File: src/rtl/seven_segment_capture.sv
// seven_segment_capture
// Receive side of a multiplexed seven-segment display. The active-low
// anode/cathode bus is registered once, filtered for stability, and each
// stable pattern is consumed exactly once. Valid hex glyphs are decoded back
// into nibbles, and a full 32-bit value is published when all eight digits
// have been seen. Sticky error flags and a scan-loss timeout report a bus
// that does not look like a healthy display scan.

module seven_segment_capture #(
  parameter int STABLE_CYCLES  = 4,
  parameter int TIMEOUT_CYCLES = 1_000_000
) (
  input  logic        system_clock,
  input  logic        cpu_rst,
  input  logic [7:0]  anode_in,
  input  logic [6:0]  cathodes_in,
  input  logic        err_clear,
  output logic [31:0] value_out,
  output logic        value_valid,
  output logic        value_changed,
  output logic [7:0]  digit_mask,
  output logic        glyph_err,
  output logic        anode_err,
  output logic        scan_lost
);

  localparam int CNT_W = $clog2(STABLE_CYCLES);
  localparam int TMO_W = $clog2(TIMEOUT_CYCLES + 1);

  // The acceptance edge is the one on which the counter would reach
  // STABLE_CYCLES-1, i.e. the counter currently holds STABLE_CYCLES-2 and the
  // incoming sample still matches.
  localparam logic [CNT_W-1:0] CNT_ACCEPT = CNT_W'(STABLE_CYCLES - 2);
  localparam logic [CNT_W-1:0] CNT_MAX    = CNT_W'(STABLE_CYCLES - 1);
  localparam logic [TMO_W-1:0] TMO_MAX    = TMO_W'(TIMEOUT_CYCLES);

  typedef enum logic [0:0] {
    ST_FILTER = 1'b0,
    ST_LOCKED = 1'b1
  } state_t;

  // Glyph decoder: returns {valid, nibble}; segments are {g,f,e,d,c,b,a}, active-low.
  function automatic logic [4:0] decode_glyph(input logic [6:0] seg);
    logic [4:0] res;
    case (seg)
      7'b1000000: res = {1'b1, 4'h0};
      7'b1111001: res = {1'b1, 4'h1};
      7'b0100100: res = {1'b1, 4'h2};
      7'b0110000: res = {1'b1, 4'h3};
      7'b0011001: res = {1'b1, 4'h4};
      7'b0010010: res = {1'b1, 4'h5};
      7'b0000010: res = {1'b1, 4'h6};
      7'b1111000: res = {1'b1, 4'h7};
      7'b0000000: res = {1'b1, 4'h8};
      7'b0010000: res = {1'b1, 4'h9};
      7'b0001000: res = {1'b1, 4'hA};
      7'b0000011: res = {1'b1, 4'hB};
      7'b1000110: res = {1'b1, 4'hC};
      7'b0100001: res = {1'b1, 4'hD};
      7'b0000110: res = {1'b1, 4'hE};
      7'b0001110: res = {1'b1, 4'hF};
      default:    res = {1'b0, 4'h0};
    endcase
    return res;
  endfunction

  // True when exactly one anode strobe is low.
  function automatic logic one_low(input logic [7:0] an);
    logic [3:0] zeros;
    zeros = 4'd0;
    for (int i = 0; i < 8; i++) begin
      zeros = zeros + {3'b000, ~an[i]};
    end
    return (zeros == 4'd1);
  endfunction

  // Index of the (lowest) low anode strobe.
  function automatic logic [2:0] low_index(input logic [7:0] an);
    logic [2:0] idx;
    idx = 3'd0;
    for (int i = 7; i >= 0; i--) begin
      if (!an[i]) begin
        idx = 3'(i);
      end else begin
        idx = idx;
      end
    end
    return idx;
  endfunction

  logic [14:0]      in_s;
  logic             same_s;
  logic [14:0]      samp_r;
  logic [CNT_W-1:0] stab_cnt_r;
  state_t           state_r;
  state_t           state_s;
  logic             accept_s;

  logic [7:0]       anode_s;
  logic [4:0]       glyph_s;
  logic             onehot_s;
  logic [2:0]       idx_s;

  logic [31:0]      frame_r;
  logic [31:0]      frame_s;
  logic [7:0]       mask_r;
  logic [7:0]       mask_s;
  logic [TMO_W-1:0] tmo_r;
  logic [TMO_W-1:0] tmo_s;
  logic             glyph_set_s;
  logic             anode_set_s;
  logic             complete_s;
  logic             lost_rise_s;

  logic [31:0]      value_r;
  logic             valid_r;
  logic             changed_r;
  logic             glyph_err_r;
  logic             anode_err_r;
  logic             scan_lost_r;

  assign in_s   = {anode_in, cathodes_in};
  assign same_s = (in_s == samp_r);

  // Input sample register and stability counter (counts edges the sample repeated).
  always_ff @(posedge system_clock) begin
    if (cpu_rst) begin
      samp_r     <= 15'h7FFF;
      stab_cnt_r <= '0;
    end else begin
      samp_r <= in_s;
      if (!same_s) begin
        stab_cnt_r <= '0;
      end else if (stab_cnt_r != CNT_MAX) begin
        stab_cnt_r <= stab_cnt_r + CNT_W'(1);
      end else begin
        stab_cnt_r <= stab_cnt_r;
      end
    end
  end

  // Filter FSM state register.
  always_ff @(posedge system_clock) begin
    if (cpu_rst) begin
      state_r <= ST_FILTER;
    end else begin
      state_r <= state_s;
    end
  end

  // Filter FSM next state: a stable pattern is accepted once, then locked out until it changes.
  always_comb begin
    state_s  = state_r;
    accept_s = 1'b0;
    case (state_r)
      ST_FILTER: begin
        if (same_s && (stab_cnt_r == CNT_ACCEPT)) begin
          state_s  = ST_LOCKED;
          accept_s = 1'b1;
        end else begin
          state_s  = ST_FILTER;
        end
      end
      ST_LOCKED: begin
        if (!same_s) begin
          state_s = ST_FILTER;
        end else begin
          state_s = ST_LOCKED;
        end
      end
      default: begin
        state_s = ST_FILTER;
      end
    endcase
  end

  assign anode_s  = samp_r[14:7];
  assign glyph_s  = decode_glyph(samp_r[6:0]);
  assign onehot_s = one_low(anode_s);
  assign idx_s    = low_index(anode_s);

  // Frame assembly, timeout and error-event decisions for the current cycle.
  always_comb begin
    frame_s     = frame_r;
    mask_s      = mask_r;
    glyph_set_s = 1'b0;
    anode_set_s = 1'b0;
    complete_s  = 1'b0;
    if (tmo_r == TMO_MAX) begin
      tmo_s = tmo_r;
    end else begin
      tmo_s = tmo_r + TMO_W'(1);
    end

    if (accept_s) begin
      if (onehot_s) begin
        tmo_s = '0;
        if (glyph_s[4]) begin
          frame_s[{idx_s, 2'b00} +: 4] = glyph_s[3:0];
          mask_s = mask_r | (8'h01 << idx_s);
        end else begin
          glyph_set_s = 1'b1;
        end
      end else if (anode_s != 8'hFF) begin
        anode_set_s = 1'b1;
      end else begin
        anode_set_s = 1'b0;
      end
    end else begin
      complete_s = 1'b0;
    end

    if (mask_s == 8'hFF) begin
      complete_s = 1'b1;
      mask_s     = 8'h00;
    end else begin
      complete_s = 1'b0;
    end

    // Losing the scan discards whatever partial frame was collected.
    lost_rise_s = (tmo_s == TMO_MAX) && (tmo_r != TMO_MAX);
    if (lost_rise_s) begin
      mask_s = 8'h00;
    end else begin
      mask_s = mask_s;
    end
  end

  // Frame buffer, mask, timeout counter and registered outputs.
  always_ff @(posedge system_clock) begin
    if (cpu_rst) begin
      frame_r     <= 32'h0000_0000;
      mask_r      <= 8'h00;
      tmo_r       <= '0;
      value_r     <= 32'h0000_0000;
      valid_r     <= 1'b0;
      changed_r   <= 1'b0;
      glyph_err_r <= 1'b0;
      anode_err_r <= 1'b0;
      scan_lost_r <= 1'b0;
    end else begin
      frame_r     <= frame_s;
      mask_r      <= mask_s;
      tmo_r       <= tmo_s;
      scan_lost_r <= (tmo_s == TMO_MAX);
      valid_r     <= complete_s;
      if (complete_s) begin
        value_r   <= frame_s;
        changed_r <= (frame_s != value_r);
      end else begin
        value_r   <= value_r;
        changed_r <= 1'b0;
      end
      // An error event in the same cycle as err_clear keeps the flag set.
      if (glyph_set_s) begin
        glyph_err_r <= 1'b1;
      end else if (err_clear) begin
        glyph_err_r <= 1'b0;
      end else begin
        glyph_err_r <= glyph_err_r;
      end
      if (anode_set_s) begin
        anode_err_r <= 1'b1;
      end else if (err_clear) begin
        anode_err_r <= 1'b0;
      end else begin
        anode_err_r <= anode_err_r;
      end
    end
  end

  assign value_out     = value_r;
  assign value_valid   = valid_r;
  assign value_changed = changed_r;
  assign digit_mask    = mask_r;
  assign glyph_err     = glyph_err_r;
  assign anode_err     = anode_err_r;
  assign scan_lost     = scan_lost_r;

endmodule

File: config.mk
export PLATFORM = sky130hd
export DESIGN_NAME = seven_segment_capture
export DESIGN_NICKNAME = d
export VERILOG_FILES = /design/src/rtl/seven_segment_capture.sv
export SDC_FILE = /design/constraint.sdc
export NUM_CORES = 1
export LEC_CHECK = 0
export CORE_ASPECT_RATIO = 1.2
export CORE_MARGIN = 2
export CORE_UTILIZATION = 40
export CTS_BUF_LIST = sky130_fd_sc_hd__clkbuf_16
export CTS_CLUSTER_SIZE = 8
export DETAILED_ROUTE_END_ITERATION = 7
export GPL_ROUTABILITY_DRIVEN = 0
export HOLD_SLACK_MARGIN = 0.1
export PLACE_DENSITY = 0.6
export SETUP_SLACK_MARGIN = 0.2
export SYNTH_ARGS = -nofsm -noshare
export SYNTH_HDL_FRONTEND = slang
export SYNTH_SLANG_ARGS = --single-unit
export TNS_END_PERCENT = 100
File: constraint.sdc
create_clock -name system_clock -period 6.4 [get_ports system_clock]
set_clock_uncertainty 0.05 [all_clocks]
set_input_delay 0.96 -clock system_clock [delete_from_list [all_inputs] [get_ports system_clock]]
set_output_delay 0.96 -clock system_clock [all_outputs]
set_load 0.05 [all_outputs]
# After elaboration in Yosys (flattened, before gate mapping)
# Index checks and enable logic that the tools add are counted.
dict set report classes {
  n_mux 33
  n_lt_le_gt_ge 0
  eq_ne 25
  n_bitwise 12
  multipliers 0
  n_reduce_logical 8
  div_mod_pow 0
  addsub 10
  n_shift 3
}
# cell count
set op_table {}
lappend op_table {{two-way mux 32 bit} 3}
lappend op_table {{one-hot mux 5 bit (16 select lines)} 1}
lappend op_table {{two-way mux 20 bit} 3}
lappend op_table {{== test 20 bit (second input constant)} 2}
lappend op_table {{bitwise mux 32 bit} 1}
lappend op_table {{!= test 32 bit} 1}
lappend op_table {{variable shift 4 x 7 -> 32 bit (first input constant)} 1}
lappend op_table {{variable part select 4 x 7 -> 32 bit} 1}
lappend op_table {{== test 7 bit (second input constant)} 4}
lappend op_table {{two-way mux 3 bit} 8}
lappend op_table {{two-way mux 8 bit} 3}
lappend op_table {{== test 7 x 5 -> 1 bit (second input constant)} 3}
lappend op_table {{== test 7 x 6 -> 1 bit (second input constant)} 3}
lappend op_table {{adder 20 x 1 -> 20 bit (second input constant)} 1}
lappend op_table {{!= test 20 bit (second input constant)} 1}
lappend op_table {{adder 4 x 1 -> 4 bit} 4}
lappend op_table {{== test 15 bit} 1}
lappend op_table {{== test 7 x 2 -> 1 bit (second input constant)} 2}
lappend op_table {{== test 7 x 4 -> 1 bit (second input constant)} 2}
lappend op_table {{two-way mux 1 bit} 13}
lappend op_table {{inverter 1 bit} 11}
lappend op_table {{== test 8 bit (second input constant)} 1}
lappend op_table {{!= test 8 bit (second input constant)} 1}
lappend op_table {{bitwise OR 8 bit} 1}
lappend op_table {{16 further kinds} 19}
dict set report word_totals {
  elab_cells 103
  output_inout_bits 45
  regBits 115
  rom_bits 0
  memories 0
  ramBits 0
  latch_bits 0
}

# Logic depth before layout (Yosys ltp)
dict set report depth {
  depth_word 17
  depth_mapped 17
}

# Least setup slack after synthesis
# Ideal clock, no wire load.
dict set report synth_timing {
  path_kind {reg2reg}
  startpoint {reg samp_r[7]}
  endpoint {reg changed_r (netlist: value_changed)}
  path_slack_ps 1038
  synth_period_minus_slack_ps 5362
  path_stages_with_launch 18
  setup_time_ps 136
  arrival_time_ps 5176
  cell_sequence {dfxtp_1 > inv_1 > fa_1 > fa_1 > fa_1 > ha_1 > inv_1 > fa_1 > nand3b_1 > o31ai_1 > nand4_1 > a311oi_4 > mux2i_1 > o2bb2ai_1 > a2111oi_2 > nand4_1 > nor4_1 > a311oi_1}
}
dict set report synth_between {
  elab_chain_len 15
  elab_cells_between_ends 31
  cone_classes {8 x add/sub; 4 x eq/ne; 3 x shift; 11 x mux; 3 x bitwise; 2 x reduce/logical}
}
# item line
set synth_rtl {}
lappend synth_rtl {{from (decl)} 93} ;# logic [14:0] samp_r;
lappend synth_rtl {{from (signal assigned)} 131} ;# samp_r <= in_s;
lappend synth_rtl {{inverter 1 bit} 72} ;# zeros = zeros + {3'b000, ~an[i]};
lappend synth_rtl {{adder 1 x 1 -> 2 bit} 72}
lappend synth_rtl {{adder 2 x 1 -> 3 bit} 72}
lappend synth_rtl {{adder 3 x 1 -> 4 bit} 72}
lappend synth_rtl {{adder 4 x 1 -> 4 bit (4 in series)} 72}
lappend synth_rtl {{== test 4 x 1 -> 1 bit} 74} ;# return (zeros == 4'd1);
lappend synth_rtl {{two-way mux 8 bit} 196} ;# if (onehot_s) begin
lappend synth_rtl {{two-way mux 8 bit} 195} ;# if (accept_s) begin
lappend synth_rtl {{== test 8 bit} 213} ;# if (mask_s == 8'hFF) begin
lappend synth_rtl {{two-way mux 1 bit} 213}
lappend synth_rtl {{inverter 1 bit (no line)} -}
lappend synth_rtl {{OR reduction 2 bit (no line)} -}
lappend synth_rtl {{to (signal assigned)} 249} ;# changed_r <= (frame_s != value_r);
lappend synth_rtl {{to (decl)} 117} ;# logic changed_r;
# Several ways; a longest one is shown, not always the timed one.
# A chain may end at the register's enable or synchronous reset.

# Worst setup path in the final report
# Ends and elaborated chain as after synthesis.

==> flow_summary.html <==
<table>
<tr><th>Metric</th><th>Value</th></tr>
<tr><th colspan="2">Outcome</th></tr>
<tr><td>Result of the run</td><td>complete, no violations</td></tr>
<tr><th colspan="2">Routing</th></tr>
<tr><td>Iteration-0 DRC Markers</td><td>292</td></tr>
<tr><td>Initial DRT Pass Iterations</td><td>4</td></tr>
<tr><td>Total Routed Length</td><td>17200 um</td></tr>
<tr><td>Average wire length per cell after detail routing</td><td>16.8 um</td></tr>
<tr><td>Vias/cell</td><td>about 5.5</td></tr>
<tr><td>Routed via count</td><td>5687</td></tr>
<tr><td>Number of remaining DRC errors</td><td>0</td></tr>
<tr><td>Number of nets still failing antenna checks after routing</td><td>0</td></tr>
<tr><th colspan="2">Timing</th></tr>
<tr><td>Endpoints failing setup</td><td>0</td></tr>
<tr><td>Count of pins over their slew limit</td><td>0</td></tr>
<tr><td>Worst Tran Pin Value</td><td>838 ps</td></tr>
<tr><td>Tightest slew margin relative to the limit</td><td>44.2%</td></tr>
<tr><td>RSZ-0062 raised after global routing</td><td>false</td></tr>
<tr><td>Max Clk Rate</td><td>183 MHz</td></tr>
<tr><td>Crit path setup slack, layout</td><td>941 ps</td></tr>
<tr><td>Final cycle utilization of the critical path</td><td>85.3%</td></tr>
<tr><td>Hold violation total from the final report</td><td>0</td></tr>
<tr><td>Setup TNS</td><td>0 ps</td></tr>
<tr><td>Final worst hold slack</td><td>406 ps</td></tr>
<tr><td>Min cycle time layout</td><td>5460 ps</td></tr>
<tr><th colspan="2">Yosys</th></tr>
<tr><td>Number of distinct library cell variants in the gate-level netlist after synthesis</td><td>68</td></tr>
<tr><td>Number of warnings issued by yosys</td><td>0</td></tr>
<tr><td>Post-synthesis async set-or-reset flop share</td><td>0%</td></tr>
<tr><td>Post-synthesis cell area</td><td>6640 um^2</td></tr>
<tr><td>Synthesized flop and latch total</td><td>between 100 and 150</td></tr>
<tr><td>Most instantiated flip-flop cell in the synthesis netlist</td><td>dfxtp_1</td></tr>
<tr><td>EDFF count, synth</td><td>0</td></tr>
<tr><td>Synthesized net count</td><td>798</td></tr>
<tr><td>Avg Cell Area, Syn</td><td>8.71 um^2</td></tr>
<tr><td>Number of standard cells after synthesis</td><td>762</td></tr>
<tr><td>Sequential share of the synthesized area</td><td>between 30% and 40%</td></tr>
<tr><th colspan="2">Clock network</th></tr>
<tr><td>Number of buffers created by CTS</td><td>17</td></tr>
<tr><td>TritonCTS clock tree</td><td>built</td></tr>
<tr><td>Clk slew on worst S/H paths</td><td>50 ps</td></tr>
<tr><td>CTS hold repair buffers</td><td>0</td></tr>
<tr><td>Post-CTS Repair Setup Buffers</td><td>0</td></tr>
<tr><td>Bufs on Longest Clock Path</td><td>2</td></tr>
<tr><td>Resized cells post-CTS</td><td>0</td></tr>
<tr><td>TritonCTS Sinks</td><td>approximately 120</td></tr>
<tr><td>Clock network latency to the later pin of the worst-skew pair</td><td>430 ps</td></tr>
<tr><td>Maximum level of the CTS H-tree</td><td>4</td></tr>
<tr><td>Clock tree root buffer cell</td><td>clkbuf_16</td></tr>
<tr><th colspan="2">Global route</th></tr>
<tr><td>Number of global-route vias before repair</td><td>roughly 5600</td></tr>
<tr><td>Total congestion overflow</td><td>0</td></tr>
<tr><td>Initial antenna violation count</td><td>0</td></tr>
<tr><td>First-pass GRT wire length</td><td>approximately 28000 um</td></tr>
<tr><td>Pin count of the biggest net entering global routing</td><td>75</td></tr>
<tr><td>Global routing usage summed across all routing layers</td><td>20.3%</td></tr>
<tr><th colspan="2">Min path</th></tr>
<tr><td>Class of the worst hold path</td><td>flip-flop to flip-flop</td></tr>
<tr><th colspan="2">Cells and area</th></tr>
<tr><td>Fraction of layout instances using a drive strength above 1</td><td>9.79%</td></tr>
<tr><td>Area of combinational cells with multiple inputs</td><td>3980 um^2</td></tr>
<tr><td>Area grow syn2layout</td><td>18.5%</td></tr>
<tr><td>Storage element area</td><td>2300 um^2</td></tr>
<tr><td>Filler cells</td><td>approximately 1600</td></tr>
<tr><td>Finished Core Util</td><td>between 40% and 50%</td></tr>
<tr><td>Final cell count without fillers</td><td>1029</td></tr>
<tr><td>Total inserted antenna cells</td><td>0</td></tr>
<tr><td>Number of nets in the layout</td><td>840</td></tr>
<tr><td>Area of all placed cells without fillers</td><td>between 7000 and 8000 um^2</td></tr>
<tr><th colspan="2">Pwr</th></tr>
<tr><td>Overall power</td><td>~1.8 mW</td></tr>
<tr><td>Largest voltage drop on the vdd net</td><td>around 0.00018 V</td></tr>
<tr><td>Total power density per cell area</td><td>225 nW/um^2</td></tr>
<tr><td>Leakage power</td><td>2.79 nW</td></tr>
<tr><th colspan="2">Place</th></tr>
<tr><td>Dpl ws</td><td>1020 ps</td></tr>
<tr><td>Post-placement cell area</td><td>around 7300 um^2</td></tr>
<tr><td>Port buffer count</td><td>62</td></tr>
<tr><td>Placed cell count</td><td>997</td></tr>
<tr><td>Total half-perimeter wirelength after legalization and detailed placement</td><td>12500 um</td></tr>
<tr><th colspan="2">Worst setup path</th></tr>
<tr><td>Critical path startpoint category</td><td>flip-flop</td></tr>
<tr><td>Endpoint type of the worst setup path</td><td>flip-flop</td></tr>
<tr><td>Critical path data required time</td><td>between 6000 and 7000 ps</td></tr>
<tr><td>Crit path DAT</td><td>5690 ps</td></tr>
<tr><td>Highest net fanout along the worst path</td><td>10</td></tr>
<tr><td>Start-to-end type of the worst setup path</td><td>flip-flop to flip-flop</td></tr>
<tr><th colspan="2">Floorplanning</th></tr>
<tr><td>Core outline area</td><td>16300 um^2</td></tr>
<tr><td>IO Count</td><td>between 60 and 70</td></tr>
<tr><td>Die Wd</td><td>122 um</td></tr>
<tr><td>Height of the die</td><td>145 um</td></tr>
<tr><td>Floorplan die area</td><td>17600 um^2</td></tr>
<tr><td>Starting utilization of the core area</td><td>40.8%</td></tr>
<tr><td>Number of rows created at floorplan</td><td>51</td></tr>
<tr><th colspan="2">Job</th></tr>
<tr><td>Total of max-cap violations</td><td>0</td></tr>
</table>
-- sequential cells by signal, indices dropped and copies added, names as in the netlist --
signal	flops
value_changed	1
stab_cnt_r	2
value_out	32
samp_r	15
digit_mask	8
tmo_r	20
glyph_err	1
anode_err	1
state_r	1
value_valid	1
scan_lost	1
frame_r	32
-- Yosys cell counts (4+ instances only) --
cell | number | area [um^2]
nand4b_1 | 5 | 43.8
nand2_1 | 35 | 131
a311oi_4 | 5 | 131
nor3b_1 | 6 | 45.0
inv_1 | 30 | 113
o22ai_1 | 5 | 31.3
o31ai_1 | 27 | 203
a211oi_1 | 8 | 60.1
nand2b_1 | 13 | 81.3
buf_2 | 7 | 35.0
nor4_1 | 10 | 62.6
or2_2 | 17 | 106
mux2_2 | 9 | 101
clkbuf_1 | 27 | 101
xor2_1 | 23 | 201
a31oi_1 | 10 | 62.6
ha_1 | 14 | 175
and3_1 | 5 | 31.3
dfxtp_1 | 115 | 2300
nor3_1 | 19 | 95.1
fa_1 | 4 | 80.1
and2_1 | 4 | 25.0
nor2_1 | 100 | 375
xnor2_1 | 44 | 385
or4_1 | 5 | 37.5
buf_6 | 8 | 90.1
mux2i_1 | 30 | 300
nand3_1 | 23 | 115
o21ai_0 | 11 | 55.1
nor2b_1 | 14 | 87.6
nand3b_1 | 29 | 218
nand4_1 | 20 | 125
a21oi_1 | 26 | 130
-- path summary, 6_finish.rpt --
path                            startpoint            end  slack, ps  cells past startpoint
worst min register to register   glyph_err      glyph_err        410                      2
worst max register to register   samp_r[7]  value_changed        940                     18
worst min-delay path             glyph_err      glyph_err        410                      2
worst max-delay path             samp_r[7]  value_changed        940                     18
-- where the power goes --
part,switching (mW),internal (mW)
Combinational,0.0974,0.0627
Sequential,0.0166,0.723
Clock,0.342,0.525
Total,0.456,1.31
-- routing by layer --
layer / routed length [um] / global-route usage (%) / up-vias
met4: 518 / 8.97 / 0
met2: 8300 / 33.4 / 151
met1: 7790 / 25.0 / 2700
met3: 629 / 4.60 / 37
met5: 0 / 0 / -
li1: - / - / 2799
-- cells by family (layout without fill, tap and decap cells) --
kind of cell	count (synthesis)	count (layout)	synth area share [%]
buffers and inverters	75	130	5.33
muxes	39	39	6.05
adders and majority gates	18	18	3.84
xor gates and xnor gates	68	68	9.08
DFF	115	115	34.7
AOI/OAI and AO/OA	120	120	13.8
and+or+nand+nor	327	327	27.2
-- critical path, cell delays in order, from the launching register on --
cell and delay [ps]:
dfxtp_1 430, inv_1 120, fa_1 560, fa_1 420
fa_1 500, ha_1 160, inv_1 60, fa_1 500
nand3b_1 100, o31ai_1 210, buf_4 210, nand4_1 140
a311oi_4 490, mux2i_1 370, o2bb2ai_1 130, a2111oi_2 370
nand4_1 150, nor4_1 210, a311oi_1 120
-- cells in the final DEF, fill, tap and decap left out, types with 6 or more instances in the layout --
cell type / Yosys / routed
clkdlybuf4s50_1: 0 / 61
xnor2_1: 44 / 44
a21oi_1: 26 / 26
clkinvlp_4: 0 / 6
or2_2: 17 / 17
buf_4: 1 / 6
nor2b_1: 14 / 14
a31oi_1: 10 / 10
clkbuf_16: 0 / 17
nand3b_1: 29 / 29
nand3_1: 23 / 23
a211oi_1: 8 / 8
o31ai_1: 27 / 27
o21ai_0: 11 / 11
nor3_1: 19 / 19
dfxtp_1: 115 / 115
ha_1: 14 / 14
nor2_1: 100 / 100
nand2_1: 35 / 35
nor3b_1: 6 / 6
mux2_2: 9 / 9
mux2i_1: 30 / 30
xor2_1: 23 / 23
nand4_1: 20 / 20
nor4_1: 10 / 10
inv_1: 30 / 30
nand2b_1: 13 / 13
-- layout make-up --
class,count,share of cell area (%)
Timing Repair Buffer,68,8.40
Tap cell,212,3.37
Sequential cell,115,29.3
Clock inverter,15,1.51
Clock buffer,17,5.41
Inverter,30,1.43
Multi-Input combinational cell,572,50.6
Power figures use the tool's default switching activity.
==> variant: new RTL, config.mk and constraints unchanged <==
Change the parameter `STABLE_CYCLES` from 4 to 8.
--- a/src/rtl/seven_segment_capture.sv
+++ b/src/rtl/seven_segment_capture.sv
@@ -7,7 +7,7 @@
 // that does not look like a healthy display scan.
 
 module seven_segment_capture #(
-  parameter int STABLE_CYCLES  = 4,
+  parameter int STABLE_CYCLES  = 8,
   parameter int TIMEOUT_CYCLES = 1_000_000
 ) (
   input  logic        system_clock,
Behaviour: not the same (Yosys sat finds a counterexample within 10 cycles, from zero or initial values and one cycle with cpu_rst high).
==> variant against the original RTL <==
- worst setup slack worse by 0.18 ns
- power is 3.2% higher
- sequential share of layout area barely moved
- worst hold slack improved by 0.026 ns
- critical path depth decreased by 2
- wire length is 5.1% higher
- die area down 0.31%
- final area increased by 0.75%
- area after synthesis is 0.32% lower
- sequential power up 0.7%
- sequential cell count up 1
- fmax decreased by 3.2%
- critical endpoint unchanged
- largest power group unchanged
==> variant: results (changes against the original RTL) <==
stage;metric;value;unit;change
outcome;status;complete, no violations;;unchanged
cells_and_area;Layout fillers;1569;;was 1567
yosys;XOR/XNOR Fraction of Synth Area;0.0779;;was 0.0908
grt;largest net degree at the start of global routing;73;;was 75
yosys;mux share of post-synthesis cell area;0.0533;;was 0.0605
cells_and_area;nets@finish;865;;was 840
min_path;Worst Min Path Start;state_r;;was glyph_err
detailed_routing;initial DRC count;449;;was 292
yosys;Post-Synth Adder-Cell Area;0.0405;;was 0.0384
power;P_leak;2.87;nW;was 2.79 nW
min_path;hold-critical path depth;2;;unchanged
setup_path;slowest stage delay, CP;0.60;ns;was 0.56 ns
setup_path;Crit Path Max Fanout;6;;was 10
min_path;WHS Endpoint;state_r;;was glyph_err
sta;Rel. slew slack;0.231;;was 0.442
clocking;Num CTS Buffers;17;;unchanged
placement;port bufs;62;;unchanged
cells_and_area;layout cell share with drive strength beyond 1;0.108;;was 0.0979
sta;worst hold margin;0.432;ns;was 0.406 ns
grt;Total Routing Usage GR;0.213;;was 0.203
yosys;Seq/Total Area, Yosys;0.351;;was 0.347
setup_path;arrival time at the worst endpoint;5.91;ns;was 5.69 ns
yosys;Mapped Nets;821;;was 798
yosys;Area contributors post-synth;dfxtp_1, nor2_1, xnor2_1;;was dfxtp_1, xnor2_1, nor2_1
setup_path;cell count of the worst reg-to-reg path;16;;was 18
clocking;clk buf depth;2;;unchanged
yosys;Compound-Gate Fraction of Synth Area;0.150;;was 0.138
detailed_routing;1st-pass router iterations;5;;was 4
yosys;ys async rst share;0;;unchanged
detailed_routing;vias per inst;5.66;;was 5.53
grt;initial antenna violation count;0;;unchanged
placement;Post-DP HPWL;13100;um;was 12500 um
yosys;Netlist cell types;71;;was 68
setup_path;slowest CP cell;o31ai_1;;was fa_1
clocking;Setup Buffers After CTS;0;;unchanged
setup_path;Top delay family on crit path;adder cells;;unchanged
power;Worst IR Drop VDD;0.000170;V;was 0.000177 V
yosys;leading cell types by count after synthesis;dfxtp_1, nor2_1, nand2_1;;was dfxtp_1, nor2_1, xnor2_1
detailed_routing;WL final;18100;um;was 17200 um
grt;vias in the first global route;5810;;was 5553
grt;first-pass GRT wire length;29800;um;was 28300 um
setup_path;R2R Setup Slk;0.76;ns;was 0.94 ns
clocking;cts repair resizes;0;;unchanged
[variant: changes by cell type in the layout (fill, tap and decap cells not counted), moves of 5 or more]
cell      change
nor4_1        -6
and3b_1       +5
nand3b_1      -6
a311oi_4      -5
mux2i_1      -15
a21oi_1      +11
o21ai_0      +12
mux2_2        +7
xnor2_1      -11
nand2_1       +9
[variant: per-layer routing]
metal  global-route usage  routed length [um]  vias up  share of wire
li1                     -                   -     2868              -
met1                0.264                7790     2863           0.43
met2                0.358                8860      197           0.49
met3               0.0519                1120       29          0.062
met4               0.0747                 334        0          0.018
met5                    0                   0        -              0
[variant: cell type report]
cell class | instances | area (sq um) | area share
timing repair buffer | 69 | 668 | 0.0843
multi-input combinational | 592 | 3980 | 0.502
clock buffer | 17 | 425 | 0.0537
tap | 212 | 265 | 0.0335
clock inverter | 14 | 146 | 0.0185
sequential | 116 | 2320 | 0.293
inverter | 32 | 120 | 0.0152
[variant: per-stage QoR]
| step | std cells | power [mW] | setup WS [ns] | area (sq um) | utilization |
|---|---|---|---|---|---|
| floorplan | 784 | 0.861 | 1.30 | 6620 | - |
| global placement | 1021 | 0.900 | 0.987 | 7350 | 0.454 |
| detailed placement | 1021 | 0.904 | 0.815 | 7350 | 0.454 |
| CTS | 1052 | 1.84 | 0.805 | 7930 | 0.489 |
| global route | 1052 | 1.90 | 0.390 | 7930 | 0.489 |
| finish | 1052 | 1.82 | 0.759 | 7930 | 0.489 |
[variant: report_power, final]
part | leakage (nW) | total [mW] | switching [mW] | internal (mW)
clock | 0.288 | 0.933 | 0.334 | 0.599
combinational | 1.65 | 0.146 | 0.0877 | 0.0586
sequential | 0.939 | 0.745 | 0.0157 | 0.729
total | 2.87 | 1.82 | 0.438 | 1.39
